==> src/rtl/key_spi_slave.sv <==
// rtl/key_spi_slave.sv - key-code FIFO behind a mode-0 SPI slave with an active-low interrupt
// Codes arrive on the debouncer strobe; the SPI master reads one {valid, overrun, 00, code} byte per frame.
module key_spi_slave #(
   parameter int unsigned FIFO_DEPTH = 4,
   parameter logic [7:0]  FLUSH_CMD  = 8'hA5
) (
   input  logic       clk,
   input  logic       rst_bar,
   input  logic [3:0] key_code,
   input  logic       term,
   input  logic       sclk,
   input  logic       ss_bar,
   input  logic       mosi,
   output logic       miso,
   output logic       int_bar
);

   localparam int unsigned AW = (FIFO_DEPTH > 1) ? $clog2(FIFO_DEPTH) : 1;
   localparam logic [AW:0] FULL_CNT = FIFO_DEPTH[AW:0];

   typedef enum logic [1:0] {IDLE, LOAD, SHIFT, DONE} state_t;

   state_t state, next_state;

   logic sclk_s1, sclk_s2, sclk_d;
   logic ss_s1, ss_s2, ss_d;
   logic mosi_s1, mosi_s2;
   logic sclk_rise, sclk_fall, ss_fall;

   logic [3:0]    mem [FIFO_DEPTH];
   logic [AW-1:0] wr_ptr, rd_ptr;
   logic [AW:0]   count;
   logic          overrun;
   logic          non_empty, full;
   logic          do_push, do_pop, do_flush;
   logic [7:0]    resp;

   logic [7:0] tx_sr, rx_sr;
   logic [3:0] bit_cnt;
   logic       snap_valid, snap_ovr;
   logic       miso_q;

   // 2-flop synchronizers plus one edge-detect copy; ss_bar idles high
   always_ff @(posedge clk or negedge rst_bar) begin
      if (!rst_bar) begin
         sclk_s1 <= 1'b0;
         sclk_s2 <= 1'b0;
         sclk_d  <= 1'b0;
         ss_s1   <= 1'b1;
         ss_s2   <= 1'b1;
         ss_d    <= 1'b1;
         mosi_s1 <= 1'b0;
         mosi_s2 <= 1'b0;
      end else begin
         sclk_s1 <= sclk;
         sclk_s2 <= sclk_s1;
         sclk_d  <= sclk_s2;
         ss_s1   <= ss_bar;
         ss_s2   <= ss_s1;
         ss_d    <= ss_s2;
         mosi_s1 <= mosi;
         mosi_s2 <= mosi_s1;
      end
   end

   assign sclk_rise = sclk_s2 & ~sclk_d;
   assign sclk_fall = ~sclk_s2 & sclk_d;
   assign ss_fall   = ~ss_s2 & ss_d;

   always_ff @(posedge clk or negedge rst_bar) begin
      if (!rst_bar) state <= IDLE;
      else          state <= next_state;
   end

   always_comb begin
      next_state = state;
      case (state)
         IDLE:    if (ss_fall) next_state = LOAD;
         LOAD:    next_state = SHIFT;
         SHIFT:   if (sclk_rise && bit_cnt == 4'd7) next_state = DONE;
         DONE:    next_state = IDLE;
         default: next_state = IDLE;
      endcase
      if (ss_s2) next_state = IDLE;
   end

   assign non_empty = (count != '0);
   assign full      = (count == FULL_CNT);
   assign resp      = {non_empty, overrun, 2'b00, non_empty ? mem[rd_ptr] : 4'h0};

   // Flush beats both the frame pop and any concurrent push
   assign do_flush = (state == DONE) && (rx_sr == FLUSH_CMD);
   assign do_pop   = (state == DONE) && snap_valid && !do_flush;
   assign do_push  = term && !do_flush && (!full || do_pop);

   always_ff @(posedge clk) begin
      if (do_push) mem[wr_ptr] <= key_code;
   end

   always_ff @(posedge clk or negedge rst_bar) begin
      if (!rst_bar) begin
         wr_ptr  <= '0;
         rd_ptr  <= '0;
         count   <= '0;
         overrun <= 1'b0;
      end else if (do_flush) begin
         wr_ptr  <= '0;
         rd_ptr  <= '0;
         count   <= '0;
         overrun <= 1'b0;
      end else begin
         if (do_push) wr_ptr <= wr_ptr + 1'b1;
         if (do_pop)  rd_ptr <= rd_ptr + 1'b1;
         if (do_push && !do_pop)      count <= count + 1'b1;
         else if (!do_push && do_pop) count <= count - 1'b1;
         // A fresh drop outranks clearing the overrun the master just saw
         if (term && full && !do_pop)        overrun <= 1'b1;
         else if ((state == DONE) && snap_ovr) overrun <= 1'b0;
      end
   end

   always_ff @(posedge clk or negedge rst_bar) begin
      if (!rst_bar) begin
         tx_sr      <= 8'h00;
         rx_sr      <= 8'h00;
         bit_cnt    <= 4'd0;
         snap_valid <= 1'b0;
         snap_ovr   <= 1'b0;
         miso_q     <= 1'b0;
      end else begin
         case (state)
            IDLE: miso_q <= 1'b0;
            LOAD: begin
               tx_sr      <= resp;
               rx_sr      <= 8'h00;
               snap_valid <= resp[7];
               snap_ovr   <= resp[6];
               bit_cnt    <= 4'd0;
               miso_q     <= resp[7];
            end
            SHIFT: begin
               if (sclk_rise) begin
                  rx_sr   <= {rx_sr[6:0], mosi_s2};
                  bit_cnt <= bit_cnt + 4'd1;
               end
               if (sclk_fall) begin
                  tx_sr  <= {tx_sr[6:0], 1'b0};
                  miso_q <= tx_sr[6];
               end
            end
            default: ;
         endcase
      end
   end

   assign miso = (state == IDLE) ? 1'b0 : miso_q;

   always_ff @(posedge clk or negedge rst_bar) begin
      if (!rst_bar) int_bar <= 1'b1;
      else          int_bar <= ~(non_empty | overrun);
   end

endmodule

==> config.mk <==
export PLATFORM = sky130hd
export DESIGN_NAME = key_spi_slave
export DESIGN_NICKNAME = d
export VERILOG_FILES = /design/src/rtl/key_spi_slave.sv
export SDC_FILE = /design/constraint.sdc
export NUM_CORES = 1
export LEC_CHECK = 0
export BUFFER_PORTS_ARGS = -buffer_cell sky130_fd_sc_hd__buf_2
export CAP_MARGIN = 25
export CORE_MARGIN = 1
export CORE_UTILIZATION = 40
export CTS_CLUSTER_DIAMETER = 120
export DETAILED_ROUTE_END_ITERATION = 10
export MAX_ROUTING_LAYER = met4
export SYNTH_ARGS = -nofsm -noshare
export SYNTH_HDL_FRONTEND = slang
export SYNTH_SLANG_ARGS = --single-unit
==> constraint.sdc <==
create_clock -name clk -period 3 [get_ports clk]
set_clock_uncertainty 0.05 [all_clocks]
set_input_delay 0.15 -clock clk [delete_from_list [all_inputs] [get_ports clk]]
set_output_delay 0.15 -clock clk [all_outputs]
set_load 0.02 [all_outputs]
Yosys cells after proc, flatten, opt, wreduce, memory -nomap -nowiden:

Memories as Yosys holds them, arrays and structs flattened.
Index checks and enable logic that the tools add are counted.

* $add $sub $neg: 5
* equal/unequal tests: 10
* muxes and demuxes: 26
* bitwise operators: 8
* reduce and logical (&&, ||, !) cells: 28

Operators by type and width (number)
* $pmux W8 S2: 1
* $mux W2: 7
* $pmux W7 S2: 1
* $reduce_bool A3 Y1: 4
* $logic_and A1 B1 Y1: 11
* $mux W3: 3
* $eq A8 B8 Y1 const B: 1
* $mux W4: 2
* $mux W8: 1
* $pmux W2 S4: 1
* $pmux W4 S2: 1
* $reduce_and A2 Y1: 4
* $mux W1: 7
* $mux W7: 1
* $ne A3 B3 Y1 const B: 2
* $reduce_bool A2 Y1: 3
* $add A2 B1 Y2 const B: 2
* $add A4 B1 Y4 const B: 1
* $eq A2 B2 Y1 const B: 2
* $eq A4 B3 Y1 const B: 1
* $logic_not A1 Y1: 4
* $ne A2 B2 Y1 const B: 2
* $not A1 Y1: 4
* $add A3 B1 Y3 const B: 1
* 8 further kinds: 10

* bits in registers: 41
* RAM bits: 16
* input bits: 10
* output and inout bits: 2
* word-level logic and storage cells: 98
* memories: 1

Memories
* mem: depth 4, width 4, rd ports 1, clocked after Yosys merged registers in 0, write ports 1, RTL line 30 `logic [3:0] mem [FIFO_DEPTH];`

Logic depth before layout (Yosys ltp):

* depth in word-level cells: 11
* depth in mapped cells: 10

Least setup slack after synthesis:

OpenSTA, ideal clock, no wires.

* kind: reg2reg
* start: reg state[0]
* end: reg count[2]
* setup time: 99 ps
* arrival: 2229 ps
* path slack: 621 ps
* stages on the path, launching flop included: 11
* clock period less this slack: 2379 ps
* cell sequence: dfrtp_1 > ha_1 > nand4b_1 > nor4bb_1 > clkbuf_1 > nor2b_1 > fa_1 > inv_1 > a21oi_1 > o211a_1 > a311oi_1

* word-level cells in the longest chain between the ends: 9

RTL lines
* from (decl): RTL line 23 `state_t state, next_state;`
* from (signal assigned): RTL line 72 `else state <= next_state;`
* $eq A2 B2 Y1 (*): RTL line 92, 93
* $logic_and A1 B1 Y1: RTL line 92 `assign do_flush = (state == DONE) && (rx_sr == FLUSH_CMD);`
* $logic_not A1 Y1: RTL line 93, 94
* $logic_and A1 B1 Y1: RTL line 93 `assign do_pop = (state == DONE) && snap_valid && !do_flush;`
* $logic_or A1 B1 Y1: RTL line 94 `assign do_push = term && !do_flush && (!full || do_pop);`
* $logic_and A1 B1 Y1: RTL line 94
* $logic_and A1 B1 Y1 or $logic_not A1 Y1 (tied branches): RTL line 114, 115
* $mux W3 or $logic_and A1 B1 Y1 (tied branches): RTL line 114, 115
* $mux W3 or $reduce_bool A3 Y1 (tied branches)
* to (signal assigned): RTL line 114 `if (do_push && !do_pop) count <= count + 1'b1;`
* to (signal assigned): RTL line 115 `else if (!do_push && do_pop) count <= count - 1'b1;`
* to (decl): RTL line 32 `logic [AW:0] count;`

Every way passes the cells marked *; elsewhere a longest branch is shown, timed or not.
A chain may end at the register's enable or synchronous reset.

Worst setup path in the final report:

Same ends and word-level chain as after synthesis.

==> flow_metrics.env <==
export IMPL_outcome="complete, no violations"
export IMPL_critical_path_arrival_ns=2.57
export IMPL_slew_viol_final=0
export IMPL_synth_area_per_cell_um2=11.5
export IMPL_cp_top_family="simple AND/OR/NAND/NOR gates"
export IMPL_multiInputGateArea_um2=987
export IMPL_grt_antenna_before_repair=0
export IMPL_vdd_ir_drop_max_uv=365
export IMPL_async_flop_share_pct=71.9
export IMPL_synthFlopType="dfrtp_1"
export IMPL_syn_num_nets=247
export IMPL_ant_nets=0
export IMPL_hold_viol=0
export IMPL_core_um2=6060
export IMPL_dpl_worst_slack_ns=0.613
export IMPL_synthAdderAreaFrac_pct=6.10
export IMPL_drtPass1Iterations=4
export IMPL_synth_seq_cells=57
export IMPL_yosysMostFrequentCell="dfrtp_1"
export IMPL_grt_pass1_wl_um=7650
export IMPL_register_area_um2=1510
export IMPL_synthDistinctLibCells=42
export IMPL_io_pins=12
export IMPL_netlist_area_leader_share_pct=35.8
export IMPL_worst_slack_ns=0.605
export IMPL_synth_area_um2=2580
export IMPL_cts_sink_count=57
export IMPL_drive_above_1_share_pct=16.2
export IMPL_rsz0062_at_grt="no"
export IMPL_crit_chain="ha_1 -> nand2_1 -> and3_4 -> nor2b_1 -> fa_1 -> nand2b_1 -> or3_1 -> o211a_1 -> a311oi_1"
export IMPL_drt_iter0_drc=123
export IMPL_slowest_delay_ns=0.42
export IMPL_leakage_nw=1.31
export IMPL_port_buffers=11
export IMPL_crit_type="reg2reg"
export IMPL_grt_usage_pct=16.3
export IMPL_routedWlPerCell_um=13.5
export IMPL_yosysWarnings=0
export IMPL_ctsHtreeMaxLevel=3
export IMPL_dieHeight_um=82.4
export IMPL_synthTopCellsByCount="37 x dfrtp_1, 33 x nand2_1, 18 x nor2_1"
export IMPL_hp_class="in2reg"
export IMPL_cp_max_fo=6
export IMPL_clockRootBuffer="clkbuf_8"
export IMPL_fmax_mhz=418
export IMPL_muxShareOfSynthArea_pct=5.52
export IMPL_n_fill_cell=570
export IMPL_cts_tree="yes"
export IMPL_end_kind="flop"
export IMPL_start_util_pct=42.6
export IMPL_die_w_um=82.4
export IMPL_layout_min_cycle_time_ns=2.39
export IMPL_ys_seq_area_share_pct=58.5
export IMPL_fin_setup_tns_ns=0
export IMPL_clkLatencyLatePin_ns=0.33
export IMPL_synthToLayoutAreaGrowth_pct=14.5
export IMPL_synth_area_leaders="dfrtp_1 36%, edfxtp_1 19%, ha_1 5.3%"
export IMPL_ctsResizeCount=0
export IMPL_clockBufferDepth=2
export IMPL_rows=28
export IMPL_utilization_pct=48.8
export IMPL_finalWeightedCongestion=0.734
export IMPL_grt_overflow=0
export IMPL_vias=1633
export IMPL_synthSimpleGateAreaFrac_pct=17.4
export IMPL_worstMarginPinSlew_ns=0.721
export IMPL_routed_via_density=4.98
export IMPL_cts_setup_buffers=0
export IMPL_wl_um=4440
export IMPL_grt_max_degree=42
export IMPL_synth_cells=225
export IMPL_cp_buffers_inverters=0
export IMPL_power_density_nw_per_um2=791
export IMPL_crit_required_ns=3.18
export IMPL_finalSetupViolCount=0
export IMPL_timing_final_crit_share_pct=79.8
export IMPL_clk_pin_slew_ns=0.06
export IMPL_synth_xor_area_share_pct=1.36
export IMPL_crit_slowest_cell="dfrtp_1"
export IMPL_timing_max_cap_violations=0
export IMPL_synth_top_family_by_area="simple AND/OR/NAND/NOR gates"
export IMPL_synth_edff_count=16
export IMPL_cts_buffers=9
export IMPL_relSlewSlack_pct=51.9
export IMPL_final_nets=270
export IMPL_cp_start_kind="flop"
export IMPL_hpwl_um=2960
export IMPL_synth_compound_area_share_pct=7.85
export IMPL_n_antenna_cell=0
export IMPL_dieArea_um2=6780
export IMPL_drc=0
export IMPL_yosys_area_top_type="dfrtp_1"
export IMPL_grt_pass1_vias=1659
## registers in the layout (all words and copies together) (netlist names)
name        flops
int_bar         1
overrun         1
sclk_s1         1
state           2
tx_sr           7
ss_s1           1
sclk_s2         1
miso_q          1
rx_sr           8
ss_d            1
mosi_s1         1
mem            16
bit_cnt         4
snap_valid      1
snap_ovr        1
rd_ptr          2
ss_s2           1
wr_ptr          2
count           3
mosi_s2         1
sclk_d          1
## worst paths after layout
kind	start	endpoint	slack (ns)	cells after the start
min in group asynchronous	rst_bar	tx_sr[1]	0.23	2
worst min register to register	mosi_s1	mosi_s2	0.30	0
worst min-delay path	term	count[1]	0.14	3
max in group asynchronous	rst_bar	int_bar	2.12	3
worst max-delay path	state[0]	count[2]	0.61	9
worst max register to register	state[0]	count[2]	0.61	9
## routing by layer
metal | share of wire (%) | global-route usage [%] | vias to the layer above
li1 | - | - | 823
met1 | 49 | 20.9 | 783
met2 | 45 | 23.5 | 18
met3 | 3.6 | 6.26 | 9
met4 | 1.7 | 5.79 | 0
met5 | 0 | - | -
## logic make-up after synthesis
kind of cell | Yosys count
AOI/OAI and AO/OA | 31
adders and majority gates | 12
muxes | 9
DFF | 57
and+or+nand+nor | 91
xor gates and xnor gates | 4
buffers and inverters | 21
## cell usage in the layout, fill, tap and decap left out, types with 8 or more instances in the layout
| cell | n |
|---|---|
| edfxtp_1 | 16 |
| o21ai_0 | 9 |
| nor2_1 | 18 |
| dfrtp_1 | 37 |
| a21oi_1 | 10 |
| ha_1 | 11 |
| nand2_1 | 33 |
| buf_2 | 11 |
| clkbuf_8 | 9 |
| dlygate4sd3_1 | 8 |
| nand3_1 | 11 |
| inv_1 | 11 |
## worst reg2reg max path, delay by kind of cell, from the launching register on
family	cells	cell delay, ns
AOI/OAI and AO/OA	2	0.37
adders and majority gates	2	0.47
DFF	1	0.42
and+or+nand+nor	5	1.00
## through the flow
step / total power, mW / hold slack (ns) / cells / area [um^2]
2_1_floorplan: 1.63 / -0.196 / 225 / 2580
3_3_place_gp: 1.76 / 0.205 / 303 / 2700
3_5_place_dp: 1.78 / 0.207 / 303 / 2700
4_1_cts: 2.37 / 0.128 / 327 / 2940
5_1_grt: 2.53 / 0.149 / 328 / 2960
6_report: 2.34 / 0.142 / 328 / 2960
## repair_timing
item | in CTS | in global routing
hold buffers | 8 | 0
endpoints found under the setup margin | 0 | 0
endpoints found under the hold margin | 56 | 0
## where the power goes
part | internal [mW] | switching (mW)
Sequential | 0.974 | 0.142
Clock | 0.294 | 0.276
Combinational | 0.308 | 0.348
Total | 1.58 | 0.766
## final cells by class
class                   count  area share, %
inverters                  11           1.40
clock inverters             4          0.677
well taps                  75           3.17
repair buffers             22           5.75
multi-input cells         147           33.4
flip-flops and latches     57           51.1
clock buffers              12           4.57
(Power assumes the default switching activity.)
